==> src/rtl/nibble_sort_pkg.sv <==
// -----------------------------------------------------------------------------
// nibble_sort_pkg
// Shared definitions for the nibble sorter: controller state encoding, element
// geometry, and the widths of the pass/index/swap counters.
// Ports: none (package).
// -----------------------------------------------------------------------------
package nibble_sort_pkg;

    localparam int N_ELEM = 4;
    localparam int ELEM_W = 4;
    localparam int DATA_W = N_ELEM * ELEM_W;
    localparam int IDX_W  = 2;
    localparam int PASS_W = 2;
    localparam int CNT_W  = 3;

    // Last compare position in a pass (compares e[2] with e[3]) and the last
    // pass a four-element bubble sort can ever need.
    localparam logic [IDX_W-1:0]  LAST_IDX  = IDX_W'(N_ELEM - 2);
    localparam logic [PASS_W-1:0] LAST_PASS = PASS_W'(N_ELEM - 2);

    typedef enum logic [1:0] {
        IDLE = 2'd0,
        CMP  = 2'd1,
        DONE = 2'd2
    } state_t;

    // Element k occupies bits [4k+3:4k], matching the din/dout packing.
    typedef logic [N_ELEM-1:0][ELEM_W-1:0] elem_vec_t;

endpackage

==> src/rtl/mag_cmp4.sv <==
// -----------------------------------------------------------------------------
// mag_cmp4
// Combinational unsigned magnitude comparator for two 4-bit elements.
// Exactly one of less/equal/greater is high for any input pair.
// Ports:
//   a, b     : input  [ELEM_W-1:0]  operands
//   less     : output               a <  b
//   equal    : output               a == b
//   greater  : output               a >  b
// -----------------------------------------------------------------------------
module mag_cmp4
    import nibble_sort_pkg::*;
(
    input  logic [ELEM_W-1:0] a,
    input  logic [ELEM_W-1:0] b,
    output logic              less,
    output logic              equal,
    output logic              greater
);

    assign less    = (a <  b);
    assign equal   = (a == b);
    assign greater = (a >  b);

endmodule

==> src/rtl/nibble_sort_ctrl.sv <==
// -----------------------------------------------------------------------------
// nibble_sort_ctrl
// Sorts four 4-bit elements with a bubble sort that reuses a single magnitude
// comparator, one compare per clock. A pass is three compares (idx 0,1,2);
// the sort ends after a pass with no swap, or after the third pass.
// Parameters:
//   DESCEND  : 0 = ascending (element 0 smallest), 1 = descending
// Ports:
//   clk      : input            rising-edge clock
//   rst_n    : input            synchronous active-low reset
//   start    : input            sort request, only looked at in IDLE
//   din      : input  [15:0]    four elements, element k = din[4k+3:4k]
//   busy     : output           high while compares are running
//   done     : output           one-cycle pulse, dout/swap_cnt valid
//   dout     : output [15:0]    sorted elements, same packing as din
//   swap_cnt : output [2:0]     number of swaps made by the last sort
// -----------------------------------------------------------------------------
module nibble_sort_ctrl
    import nibble_sort_pkg::*;
#(
    parameter bit DESCEND = 1'b0
)
(
    input  logic              clk,
    input  logic              rst_n,
    input  logic              start,
    input  logic [DATA_W-1:0] din,
    output logic              busy,
    output logic              done,
    output logic [DATA_W-1:0] dout,
    output logic [CNT_W-1:0]  swap_cnt
);

    state_t            state, state_nxt;
    elem_vec_t         e, e_nxt;
    logic [IDX_W-1:0]  idx, idx_nxt, idx_p1;
    logic [PASS_W-1:0] pass, pass_nxt;
    logic              pass_swapped, pass_swapped_nxt;
    logic [CNT_W-1:0]  cnt, cnt_nxt;
    logic              load_out;
    logic [ELEM_W-1:0] cmp_a, cmp_b;
    logic              less, equal, greater;
    logic              do_swap, swapped_now;

    assign idx_p1 = idx + IDX_W'(1);
    assign cmp_a  = e[idx];
    assign cmp_b  = e[idx_p1];

    mag_cmp4 u_cmp (
        .a       (cmp_a),
        .b       (cmp_b),
        .less    (less),
        .equal   (equal),
        .greater (greater)
    );

    // Equal neighbours never swap, which keeps the sort stable.
    assign do_swap     = ~equal & (DESCEND ? less : greater);
    // Swap history of the current pass including the compare in flight,
    // so the last compare of a pass can decide the early exit.
    assign swapped_now = pass_swapped | do_swap;

    // State register.
    always_ff @(posedge clk) begin
        if (!rst_n) begin
            state <= IDLE;
        end else begin
            state <= state_nxt;
        end
    end

    // Next-state, datapath next values and status outputs.
    // The result registers load on the transition into DONE so that dout and
    // swap_cnt already hold the new result during the done pulse.
    always_comb begin
        state_nxt        = state;
        e_nxt            = e;
        idx_nxt          = idx;
        pass_nxt         = pass;
        pass_swapped_nxt = pass_swapped;
        cnt_nxt          = cnt;
        load_out         = 1'b0;
        busy             = 1'b0;
        done             = 1'b0;

        case (state)
            IDLE: begin
                if (start) begin
                    e_nxt            = din;
                    idx_nxt          = '0;
                    pass_nxt         = '0;
                    pass_swapped_nxt = 1'b0;
                    cnt_nxt          = '0;
                    state_nxt        = CMP;
                end
            end

            CMP: begin
                busy = 1'b1;
                if (do_swap) begin
                    e_nxt[idx]       = cmp_b;
                    e_nxt[idx_p1]    = cmp_a;
                    cnt_nxt          = cnt + CNT_W'(1);
                    pass_swapped_nxt = 1'b1;
                end
                if (idx == LAST_IDX) begin
                    if (!swapped_now || (pass == LAST_PASS)) begin
                        state_nxt = DONE;
                        load_out  = 1'b1;
                    end else begin
                        pass_nxt         = pass + PASS_W'(1);
                        idx_nxt          = '0;
                        pass_swapped_nxt = 1'b0;
                    end
                end else begin
                    idx_nxt = idx_p1;
                end
            end

            DONE: begin
                done      = 1'b1;
                state_nxt = IDLE;
            end

            default: begin
                state_nxt = IDLE;
            end
        endcase
    end

    // Working registers and the held result.
    always_ff @(posedge clk) begin
        if (!rst_n) begin
            e            <= '0;
            idx          <= '0;
            pass         <= '0;
            pass_swapped <= 1'b0;
            cnt          <= '0;
            dout         <= '0;
            swap_cnt     <= '0;
        end else begin
            e            <= e_nxt;
            idx          <= idx_nxt;
            pass         <= pass_nxt;
            pass_swapped <= pass_swapped_nxt;
            cnt          <= cnt_nxt;
            if (load_out) begin
                dout     <= e_nxt;
                swap_cnt <= cnt_nxt;
            end
        end
    end

endmodule

==> config.mk <==
export PLATFORM = sky130hd
export DESIGN_NAME = nibble_sort_ctrl
export DESIGN_NICKNAME = d
export VERILOG_FILES = /design/src/rtl/nibble_sort_pkg.sv /design/src/rtl/mag_cmp4.sv /design/src/rtl/nibble_sort_ctrl.sv
export SDC_FILE = /design/constraint.sdc
export NUM_CORES = 1
export LEC_CHECK = 0
export CORE_MARGIN = 4
export CORE_UTILIZATION = 45
export DETAILED_ROUTE_END_ITERATION = 7
export GPL_TIMING_DRIVEN = 0
export PLACE_DENSITY = 0.76
export SYNTH_ARGS = -nofsm -noshare
export SYNTH_HDL_FRONTEND = slang
export SYNTH_HIERARCHICAL = 1
export SYNTH_SLANG_ARGS = --single-unit
==> constraint.sdc <==
create_clock -name clk -period 4.1 [get_ports clk]
set_clock_uncertainty 0.05 [all_clocks]
set_input_delay 0.41 -clock clk [delete_from_list [all_inputs] [get_ports clk]]
set_output_delay 0.41 -clock clk [all_outputs]
set_load 0.005 [all_outputs]
==> results_dict.tcl <==
set metrics [dict create \
    io_buffer_count 39 \
    cts_root_buf "clkbuf_8" \
    cp_max_fo 10 \
    dr.pass1.iters 5 \
    power.density_nw_per_um2 354 \
    final_common_cell "dfxtp_1" \
    use_met1_pct 32.2 \
    switching_share_pct 40.5 \
    tightest_slew_ns 0.554 \
    p_total_uw 1380 \
    insertedDiodeCount 0 \
    grt_util_all_layers_pct 24.9 \
    synth.avg_cell_area_um2 8.15 \
    met3_usage_pct 4.63 \
    syn_nets 428 \
    final_util_pct 56.8 \
    routed_wl_um 10700 \
    crit_arrival_ns 4.08 \
    start_kind "flop" \
    overflow 0 \
    grt_util_met2_pct 40.8 \
    drc 0 \
    routedWlPerCell_um 19.7 \
    grt_pass1_vias 3172 \
    p_comb_share_pct 40.8 \
    p_int_uw 822 \
    clock_latency_ns 0.32 \
    hpwl_um 7860 \
    n_fill_cell 656 \
    vias 3363 \
    drv_slew 0 \
    pwr-share-clk_pct 22.2 \
    place_ws_ns -0.353 \
    startpoint "idx[1]$_SDFFE_PN0P_" \
    relSlewSlack_pct 63.1 \
    place_congestion 1.02 \
    critPathTopFamily "buffers and inverters" \
    tns_ns 0 \
    worst_path_most_repeated_cell "buf_4" \
    cp_num_buf_inv 7 \
    layout_setup_ws_ns 0.144 \
    routed_via_density 6.19 \
    postRouteAntennaNets 0 \
    antenna_found_initial 0 \
    nets 479 \
    cts.sink_count 45 \
    path_class "flop to flop" \
    p_switching_uw 560 \
    cp_slowest_cell "dfxtp_4" \
    clockBufferDepth 2 \
    required_ns 4.22 \
    die_y_um 92.6 \
    cp_slowest_stage_delay_ns 0.42 \
    initial_core_util_pct 46.8 \
    grt_busiest_layer "met2" \
    core_um2 6870 \
    numCtsBuffers 5 \
    htree_levels 2 \
    postSynthCellCount 395 \
    drv_cap 0 \
    r2r-start "idx[1]$_SDFFE_PN0P_" \
    synth_area_um2 3220 \
    hp-class "flop to flop" \
    ios 40 \
    worstHoldStart "dout[3]$_SDFFE_PN0P_" \
    timing.final.hold_violations 0 \
    dieArea_um2 8570 \
    clk_pin_slew_worst_paths_ns 0.11 \
    path_cells "buf_6 -> clkinvlp_4 -> ha_4 -> buf_4 -> buf_6 -> a21oi_1 -> a21oi_2 -> inv_1 -> ha_1 -> nand2_1 -> o21bai_4 -> a21oi_2 -> nor4bb_1 -> buf_4 -> nor2_2 -> buf_4 -> a221oi_2 -> a21oi_1" \
    fin_crit_sh_pct 96.5 \
    ctsHoldBuffers 0 \
    worstSetupEndpointType "flop" \
    post-route-min-period_ns 3.96 \
    drive_gt1_share_pct 15.2 \
    cts_tree "yes" \
    die-width_um 92.6 \
    rows 30 \
    drt-initial-drc-count 343 \
    finalSetupViolCount 0 \
    syn_to_final_growth_pct 21.2 \
    ir_worst_vdd_mv 0.181 \
    clock.fmax_mhz 253 \
    status "finished, final reports clean" \
    grt_pass1_wl_um 16900 \
    leakage_uw 0.00144 \
    yosysWarningCount 6 \
    mostFrequentLayoutCells "43 x dfxtp_1, 39 x clkdlybuf4s50_1, 38 x a21oi_1, 33 x nand2_1, 31 x nor2_1" \
    power_frac_seq_pct 37.1 \
    grt_max_degree 16 \
]
routing by layer:
metal,up-vias,wire (um)
met4,0,285
met2,175,5010
met5,-,0
met1,1579,4630
met3,25,766
li1,1584,-
area by class of cell:
type                       count  area [um^2]  share of cell area, %
sequential                    45          906                   23.2
multi-input combinational    307         2140                   54.8
buffer                        28          158                   4.04
tap                           96          120                   3.08
clock buffer                   5         68.8                   1.76
timing repair buffer          44          428                   11.0
clock inverter                 3         21.3                  0.545
inverter                      15         60.1                   1.54
stage by stage:
stage          hold slack [ns]  std cells  cell area (um^2)
3_5_place_dp             0.406        530              3730
3_3_place_gp             0.396        530              3730
2_1_floorplan            0.385        395              3220
4_1_cts                  0.420        538              3840
6_report                 0.418        543              3900
5_1_grt                  0.435        543              3900
worst register-to-register path, stage by stage, from the launching register on:
cell        delay (ns)
dfxtp_4           0.42
buf_6             0.18
clkinvlp_4        0.18
ha_4              0.34
buf_4             0.20
buf_6             0.17
a21oi_1           0.13
a21oi_2           0.22
inv_1             0.06
ha_1              0.27
nand2_1           0.06
o21bai_4          0.17
a21oi_2           0.18
nor4bb_1          0.29
buf_4             0.21
nor2_2            0.09
buf_4             0.22
a221oi_2          0.25
a21oi_1           0.11
what timing repair did:
action | CTS | global route
gates resized for setup | 6 | 6
endpoints found under the setup margin | 41 | 30
gates cloned | 0 | 0
pin swaps | 0 | 1
setup buffers | 0 | 5
sequential cells by signal, summed over array words and instances, names as in the netlist:
register	flops
dout	16
e	16
cnt	3
swap_cnt	3
idx	2
pass	2
state	2
pass_swapped	1
worst paths after layout:
| kind | slack, ns | cells after the start | endpoint |
|---|---|---|---|
| min | 0.42 | 2 | dout[3]$_SDFFE_PN0P_ |
| min reg2reg | 0.42 | 2 | dout[3]$_SDFFE_PN0P_ |
| max reg2reg | 0.14 | 18 | dout[10]$_SDFFE_PN0P_ |
| max | 0.14 | 18 | dout[10]$_SDFFE_PN0P_ |
power by group through the flow:
stage          logic (uW)  clock network (uW)  registers (uW)
6_report              563                 307             512
5_1_grt               612                 320             515
4_1_cts               534                 305             510
3_5_place_dp          526                   0             519
3_3_place_gp          517                   0             520
2_1_floorplan         392                   0             502
No activity file was read; power rests on OpenSTA's default activity.
